--- src/rtl/intr_arbiter.sv ---
// Multi-source interrupt controller: edge-detects sources into pending flags, masks them,
// and drives one prioritized request through a REQ -> SERVICE -> IDLE handshake.

module intr_src_cell (
  input  logic clk,
  input  logic reset,
  input  logic src,
  input  logic clr,
  output logic pend
);
  logic src_q;

  // A new rise beats a same-cycle acknowledge clear so that event is not lost.
  always_ff @(posedge clk or negedge reset) begin
    if (!reset) begin
      src_q <= 1'b0;
      pend  <= 1'b0;
    end else begin
      src_q <= src;
      pend  <= (src & ~src_q) | (pend & ~clr);
    end
  end
endmodule

module intr_arbiter #(
  parameter int              NSRC        = 4,
  parameter int              IDW         = 2,
  parameter logic [NSRC-1:0] RESET_MASK  = {NSRC{1'b1}},
  parameter int              ACK_TIMEOUT = 255,
  parameter int              TO_W        = 8
) (
  input  logic            clk,
  input  logic            reset,
  input  logic [NSRC-1:0] src,
  input  logic            mask_we,
  input  logic [NSRC-1:0] mask_din,
  input  logic            interrupt_ack,
  input  logic            eoi,
  input  logic            err_clr,
  output logic            interrupt,
  output logic [IDW-1:0]  irq_id,
  output logic [NSRC-1:0] pending,
  output logic            in_service,
  output logic            timeout_err
);
  localparam logic [1:0] S_IDLE = 2'd0;
  localparam logic [1:0] S_REQ  = 2'd1;
  localparam logic [1:0] S_SVC  = 2'd2;

  localparam logic [TO_W-1:0] TO_LAST = (ACK_TIMEOUT == 0) ? '0 : TO_W'(ACK_TIMEOUT - 1);

  logic [1:0]      state;
  logic [NSRC-1:0] mask;
  logic [NSRC-1:0] elig;
  logic [NSRC-1:0] clr;
  logic [IDW-1:0]  win;
  logic [TO_W-1:0] cnt;
  logic            ack_hit;
  logic            to_hit;

  assign ack_hit = (state == S_REQ) && interrupt_ack;
  assign to_hit  = (ACK_TIMEOUT != 0) && (state == S_REQ) && !interrupt_ack && (cnt == TO_LAST);
  assign elig    = pending & mask;

  for (genvar g = 0; g < NSRC; g++) begin : g_src
    assign clr[g] = ack_hit && (irq_id == IDW'(g));
    intr_src_cell u_cell (
      .clk   (clk),
      .reset (reset),
      .src   (src[g]),
      .clr   (clr[g]),
      .pend  (pending[g])
    );
  end

  // Lowest eligible index wins.
  always_comb begin
    win = '0;
    for (int i = NSRC - 1; i >= 0; i--)
      if (elig[i]) win = IDW'(i);
  end

  always_ff @(posedge clk or negedge reset) begin
    if (!reset) begin
      state       <= S_IDLE;
      mask        <= RESET_MASK;
      interrupt   <= 1'b0;
      irq_id      <= '0;
      in_service  <= 1'b0;
      timeout_err <= 1'b0;
      cnt         <= '0;
    end else begin
      if (mask_we) mask <= mask_din;

      if (to_hit)       timeout_err <= 1'b1;
      else if (err_clr) timeout_err <= 1'b0;

      case (state)
        S_IDLE: if (|elig) begin
          state     <= S_REQ;
          irq_id    <= win;
          interrupt <= 1'b1;
          cnt       <= '0;
        end
        S_REQ: begin
          cnt <= cnt + TO_W'(1);
          if (interrupt_ack) begin
            state      <= S_SVC;
            interrupt  <= 1'b0;
            in_service <= 1'b1;
          end else if (to_hit) begin
            state     <= S_IDLE;
            interrupt <= 1'b0;
          end
        end
        S_SVC: if (eoi) begin
          state      <= S_IDLE;
          in_service <= 1'b0;
        end
        default: state <= S_IDLE;
      endcase
    end
  end
endmodule

--- config.mk ---
export PLATFORM = sky130hd
export DESIGN_NAME = intr_arbiter
export DESIGN_NICKNAME = d
export VERILOG_FILES = /design/src/rtl/intr_arbiter.sv
export SDC_FILE = /design/constraint.sdc
export NUM_CORES = 1
export LEC_CHECK = 0
export CORE_MARGIN = 1.5
export CORE_UTILIZATION = 57
export CTS_BUF_LIST = sky130_fd_sc_hd__clkbuf_2 sky130_fd_sc_hd__clkbuf_4 sky130_fd_sc_hd__clkbuf_8
export DETAILED_ROUTE_END_ITERATION = 8
export PLACE_DENSITY = 0.95
export SKIP_LAST_GASP = 1
export SLEW_MARGIN = 20
export SYNTH_ARGS = -nofsm -noshare
export SYNTH_HDL_FRONTEND = slang
export SYNTH_SLANG_ARGS = --single-unit
export TNS_END_PERCENT = 30
--- constraint.sdc ---
create_clock -name clk -period 1.8 [get_ports clk]
set_input_delay 0.27 -clock clk [delete_from_list [all_inputs] [get_ports clk]]
set_output_delay 0.27 -clock clk [all_outputs]
set_load 0.05 [all_outputs]
==> results of run 1 <==
## where the power goes
part	internal [mW]	switching, mW
sequential	0.751	0.171
combinational	0.304	0.598
clock	0.102	0.161
## layout make-up
cell class                      count  area [sq um]
Multi-Input combinational cell     72           458
Sequential cell                    27           681
Clock buffer                        4          30.0
Timing Repair Buffer               23           219
Tap cell                           27          33.8
Fill cell                         128           527
Inverter                            9          33.8
## metrics by stage
stage	power [mW]	setup TNS (ns)	hold slack, ns
finish	2.09	0	0.315
global route	2.20	-0.0623	0.357
CTS	2.10	-0.0389	0.320
detailed placement	1.84	0	0.413
global placement	1.79	0	0.401
floorplan	1.59	0	-0.0256
## worst paths after layout
path,startpoint,endpoint,slack [ns],cells past startpoint
max,g_src[3].u_cell.pend,pending[3],0.01,1
min,reset,cnt[5],0.31,2
max reg2reg,cnt[0],timeout_err,0.37,5
min reg2reg,g_src[0].u_cell.src_q,g_src[0].u_cell.pend,0.43,1
max in group asynchronous,reset,mask[1],1.19,2
min in group clk,src[1],g_src[1].u_cell.src_q,0.41,1
## cells in the mapped netlist
library cell	instances	area share, %
sky130_fd_sc_hd__o21ai_0	17	7.0
sky130_fd_sc_hd__inv_1	9	2.8
sky130_fd_sc_hd__and2_1	1	0.52
sky130_fd_sc_hd__buf_2	1	0.41
sky130_fd_sc_hd__o21ai_1	1	0.41
sky130_fd_sc_hd__nand3b_1	1	0.62
sky130_fd_sc_hd__mux2_2	4	3.7
sky130_fd_sc_hd__nand2_1	10	3.1
sky130_fd_sc_hd__and2b_2	1	0.73
sky130_fd_sc_hd__nor3_1	1	0.41
sky130_fd_sc_hd__ha_1	2	2.1
sky130_fd_sc_hd__dfrtp_1	23	48
sky130_fd_sc_hd__or2_2	1	0.52
sky130_fd_sc_hd__a211oi_1	1	0.62
sky130_fd_sc_hd__nor2_1	4	1.2
sky130_fd_sc_hd__a21o_1	1	0.62
sky130_fd_sc_hd__or3_1	1	0.52
sky130_fd_sc_hd__o31ai_1	4	2.5
sky130_fd_sc_hd__xor2_1	1	0.73
sky130_fd_sc_hd__nand4_1	3	1.6
sky130_fd_sc_hd__buf_4	4	2.5
sky130_fd_sc_hd__o32ai_1	1	0.73
sky130_fd_sc_hd__o21ai_2	1	0.73
sky130_fd_sc_hd__o31ai_4	1	1.8
sky130_fd_sc_hd__a31oi_1	2	1.0
sky130_fd_sc_hd__nand2b_2	1	0.73
sky130_fd_sc_hd__and3_1	1	0.52
sky130_fd_sc_hd__a22o_1	2	1.5
sky130_fd_sc_hd__a21oi_1	3	1.2
sky130_fd_sc_hd__a32oi_1	1	0.73
sky130_fd_sc_hd__dfstp_2	4	8.7
sky130_fd_sc_hd__nand3_1	5	2.1
## cell families after synthesis
group	after synthesis	synth area share [%]
adders and majority gates	2	2.07
buffers and inverters	14	5.70
and+or+nand+nor	30	12.5
AOI/OAI and AO/OA	35	18.9
xor gates and xnor gates	1	0.726
muxes	4	3.73
DFF	27	56.4
## metal layers
| metal | part of all wire (%) | vias up | routed length [um] | global-route usage [%] |
|---|---|---|---|---|
| met5 | 0 | - | 0 | 0 |
| met3 | 3.9 | 2 | 91 | 3.99 |
| met4 | 0.42 | 0 | 10 | 4.76 |
| li1 | - | 445 | - | - |
| met2 | 52 | 28 | 1230 | 40.0 |
| met1 | 43 | 447 | 1020 | 27.6 |
## state kept, by name, summed over array words and instances (netlist names)
name,count
cnt,8
g_src.u_cell.pend,4
g_src.u_cell.src_q,4
mask,4
irq_id,2
state,2
in_service,1
interrupt,1
timeout_err,1
## timing repair
item / 4_1_cts / 5_1_grt
endpoints found under the setup margin: 3 / 3
hold buffers: 0 / 0
gates resized for setup: 1 / 1
==> impl_metrics.ini, run 1 <==
[timing]
finClkSkew_ns = 0.00547
final_hold_viol_count = 0
fmaxAchievable_mhz = 559
grt_setup_unrepaired = yes
maxSlewViolCount = 0
setup_viol = 0
slew_headroom_pct = 66.3
tightest_slew_ns = 0.505
post-route-min-period_ns = 1.79
share_of_the_cycle_needed_by_the_critical_path_after_routing_pct = 99.4
least_setup_slack_across_all_paths_after_layout_ns = 0.0105

[clocking]
number_of_buffers_inserted_during_clock_tree_synthesis = 3
cts.root.buffer_cell = sky130_fd_sc_hd__clkbuf_4
cts.repair_timing.setup_buffer_count = 0
clk_pin_slew_worst_paths_ns = 0.13
clock_sink_count = 27
cts_buffer_depth = 2
worst_skew_pair.late_latency_ns = 0.31
clock_tree_from_tritoncts = built
htree_levels = 1

[job]
timing.max_cap.violations = 0

[place]
post-place-ws_ns = 0.312
postPlaceCellArea_sq_mm = 0.00142
hpwlAfterDp_um = 1800
place.gp.congestion = 0.815
number_of_cells_in_the_design_after_placement = 158
numPortBuffers = 22

[yosys]
ys_seq_elements = 27
yosys_warnings = 0
netlist-cell-type-count = 32
syn_inst = 113
synthesis.area_per_instance_sq_um = 10.7
ys_seq_area_share_pct = 56.4
syn-cell-area_sq_mm = 0.00121
syn_nets = 129

[pwr]
total_leakage_power_nw = 0.626
ir_drop_v = 0.00100
power-per-cell-area_mw_per_mm2 = 1430

[floorplanning]
die_height_um = 49.0
floorplan.die_area_sq_mm = 0.00240
die_width_um = 49.0
io-pin-count = 23
core_area_sq_mm = 0.00198
start_util_pct = 60.9
placement_rows = 16

[critical_path]
startpoint_type = register
end_kind = output port
critical_path_arrival_ns = 1.52
worst_path_cell_with_the_longest_stage_delay = sky130_fd_sc_hd__clkdlybuf4s50_1
cp_top_family = buffers and inverters
cp_num_buf_inv = 1
max_stage_delay_on_crit_path_ns = 0.81
timing.setup.critical_path_class = reg2out
cell_chain_critical_path = clkdlybuf4s50_1
largest_fanout_of_any_net_on_the_critical_path = 4
cp_data_required_time_ns = 1.53

[layout]
area_growth_syn_to_layout_pct = 20.5
final_layout_size_suffix_gt1_share_pct = 16.3
num-nets-final = 152
stdcell_area_sq_mm = 0.00146
layout_common_cells = sky130_fd_sc_hd__dfrtp_1, sky130_fd_sc_hd__o21ai_0, sky130_fd_sc_hd__clkdlybuf4s50_1, sky130_fd_sc_hd__nand2_1, sky130_fd_sc_hd__inv_1
n_antenna_cell = 0
instances_no_fill = 162
post-route-util_pct = 73.4
mostFrequentLayoutCell = sky130_fd_sc_hd__dfrtp_1

[route]
totalWireLength_um = 2360
drt_iter0_markers = 29
routed_via_density = 5.69
wire_per_inst_um = 14.6
detail_route.drc_violations = 0
route.vias.total = 922
postRouteAntennaNets = 0
drt-pass1-iter-count = 4

[grt]
largest_net_degree_at_the_start_of_global_routing = 28
globalRoute.totalOverflow = 0
grt_antenna_before_repair = 0
grtUsageTotal_pct = 22.1
wire_length_of_the_first_global_routing_pass_um = 4080
grt_pass1_vias = 934

[run_status]
status = completed

[min_path]
timing.hold.worst.class = in2async
No activity file was read; power rests on OpenSTA's default activity.
==> run 2: changes to the inputs <==
- CORE_UTILIZATION: 57 -> 48
- GPL_ROUTABILITY_DRIVEN: default -> 0
- PLACE_DENSITY: 0.95 -> 0.87
- SETUP_SLACK_MARGIN: default -> 0.5
- clock period: 1.8 -> 1.5 ns (I/O delays scaled with it)
==> impl_metrics.ini, run 2 (same netlist as run 1, synthesis figures left out) <==
[place]
hpwlAfterDp_um = 1890
numPortBuffers = 22
number_of_cells_in_the_design_after_placement = 162
post-place-ws_ns = 0.141

[layout]
num-nets-final = 167
mostFrequentLayoutCell = sky130_fd_sc_hd__dfrtp_1
top_register = cnt
post-route-util_pct = 75.1
instances_no_fill = 178
area_growth_syn_to_layout_pct = 42.8
n_antenna_cell = 0
layout_common_cells = sky130_fd_sc_hd__dfrtp_1, sky130_fd_sc_hd__buf_4, sky130_fd_sc_hd__clkdlybuf4s50_1, sky130_fd_sc_hd__nand2_1
final_layout_size_suffix_gt1_share_pct = 35.3
number_of_flip_flops_under_the_largest_register_name = 8

[timing]
slew_headroom_pct = 77.5
final_hold_viol_count = 0
setup_viol = 0
fmaxAchievable_mhz = 754
final.setup.tns_ns = 0
maxSlewViolCount = 0
post-route-min-period_ns = 1.33
finClkSkew_ns = 0.00280
tightest_slew_ns = 0.338
least_setup_slack_across_all_paths_after_layout_ns = 0.174
share_of_the_cycle_needed_by_the_critical_path_after_routing_pct = 88.4
grt_setup_unrepaired = yes
finalHoldWorstSlack_ns = 0.246

[route]
detail_route.drc_violations = 0
totalWireLength_um = 2920
route.vias.total = 1020
routed_via_density = 5.73
drt-pass1-iter-count = 4
drt_iter0_markers = 31
postRouteAntennaNets = 0
wire_per_inst_um = 16.4

[critical_path]
largest_fanout_of_any_net_on_the_critical_path = 5
critical_path_arrival_ns = 1.58
cell_chain_critical_path = a22o_4 -> o31ai_4 -> o21ai_0 -> o21ai_0
cp_num_buf_inv = 0
crit_path_frequent_cell = sky130_fd_sc_hd__o21ai_0
worst_path_cell_with_the_longest_stage_delay = sky130_fd_sc_hd__dfrtp_2
cp_top_family = compound AO/OA/AOI/OAI gates
end_kind = register
cp_data_required_time_ns = 1.76
max_stage_delay_on_crit_path_ns = 0.48
startpoint_type = register
timing.setup.critical_path_class = reg2reg

[floorplanning]
start_util_pct = 52.6
floorplan.die_area_sq_mm = 0.00283
die_height_um = 53.2
io-pin-count = 23
placement_rows = 17
core_area_sq_mm = 0.00230
die_width_um = 53.2

[clocking]
cts.root.buffer_cell = sky130_fd_sc_hd__clkbuf_4
cts_buffer_depth = 2
clock_sink_count = 27
number_of_buffers_inserted_during_clock_tree_synthesis = 3
clock_tree_from_tritoncts = built
worst_skew_pair.late_latency_ns = 0.32
clk_pin_slew_worst_paths_ns = 0.14
htree_levels = 1

[grt]
largest_net_degree_at_the_start_of_global_routing = 28
grt_pass1_vias = 1049
grtUsageTotal_pct = 23.4
globalRoute.totalOverflow = 0
grt_antenna_before_repair = 0
wire_length_of_the_first_global_routing_pass_um = 4700

[min_path]
timing.hold.worst.class = in2async

[pwr]
total_leakage_power_nw = 0.759
power-per-cell-area_mw_per_mm2 = 1890
ir_drop_v = 0.00132

[job]
timing.max_cap.violations = 0

[run_status]
status = completed
## run 2: changes by cell type in the layout (fill, tap and decap cells not counted), moves of 2 or more
cell / previous run / this run
sky130_fd_sc_hd__a22o_1: 2 / 0
sky130_fd_sc_hd__buf_12: 0 / 8
sky130_fd_sc_hd__o21ai_1: 1 / 8
sky130_fd_sc_hd__a22o_4: 0 / 2
sky130_fd_sc_hd__clkdlybuf4s50_1: 16 / 13
sky130_fd_sc_hd__o21ai_0: 17 / 9
sky130_fd_sc_hd__buf_4: 5 / 16
sky130_fd_sc_hd__dfrtp_1: 23 / 20
sky130_fd_sc_hd__dfrtp_2: 0 / 3
## run 2: worst paths after layout
path / start / endpoint / slack [ns] / cells after the start
max in group asynchronous: reset / mask[1] / 0.95 / 2
setup reg to reg: g_src[1].u_cell.pend / cnt[2] / 0.17 / 4
setup / recovery: g_src[1].u_cell.pend / cnt[2] / 0.17 / 4
min in group clk: src[0] / g_src[0].u_cell.src_q / 0.35 / 1
hold reg to reg: g_src[1].u_cell.src_q / g_src[1].u_cell.pend / 0.42 / 1
hold / removal: reset / g_src[1].u_cell.src_q / 0.25 / 2
## run 2: cell type report
type / instances / area [sq um]
Sequential cell: 27 / 684
Fill cell: 142 / 573
Multi-Input combinational cell: 72 / 519
Timing Repair Buffer: 38 / 422
Tap cell: 28 / 35.0
Inverter: 9 / 33.8
Clock buffer: 4 / 30.0
## run 2: repair_timing
action,in CTS,in global routing
pin swaps,5,3
resized for setup,7,9
setup endpoints to repair,27,27
cloned,0,0
hold endpoints to repair,0,0
setup buffers,8,4
hold buffers,0,0
## run 2: stage by stage
stage	power [mW]	instance area [sq um]
after floorplan	1.97	1250
after global placement	2.52	1580
after detailed placement	2.57	1580
after CTS	3.06	1670
after global routing	3.43	1720
final	3.26	1720
## run 2: routing by layer
metal | vias to the layer above | routed length, um | global-route usage, %
met4 | 0 | 57 | 9.83
met2 | 35 | 1440 | 39.8
met5 | - | 0 | 0
met1 | 506 | 1310 | 29.2
li1 | 473 | - | -
met3 | 6 | 108 | 3.95
## run 2: power breakdown
group / switching, mW / leakage, nW / total (mW) / internal, mW
Combinational: 0.882 / 0.424 / 1.75 / 0.865
Sequential: 0.269 / 0.317 / 1.18 / 0.907
Clock: 0.210 / 0.0184 / 0.333 / 0.122
Total: 1.36 / 0.759 / 3.26 / 1.89
==> run 3: changes to the inputs <==
- HOLD_SLACK_MARGIN: default -> 0.1
==> results of run 3 <==
No change in the layout: final DEF, timing and power equal those of run 2.
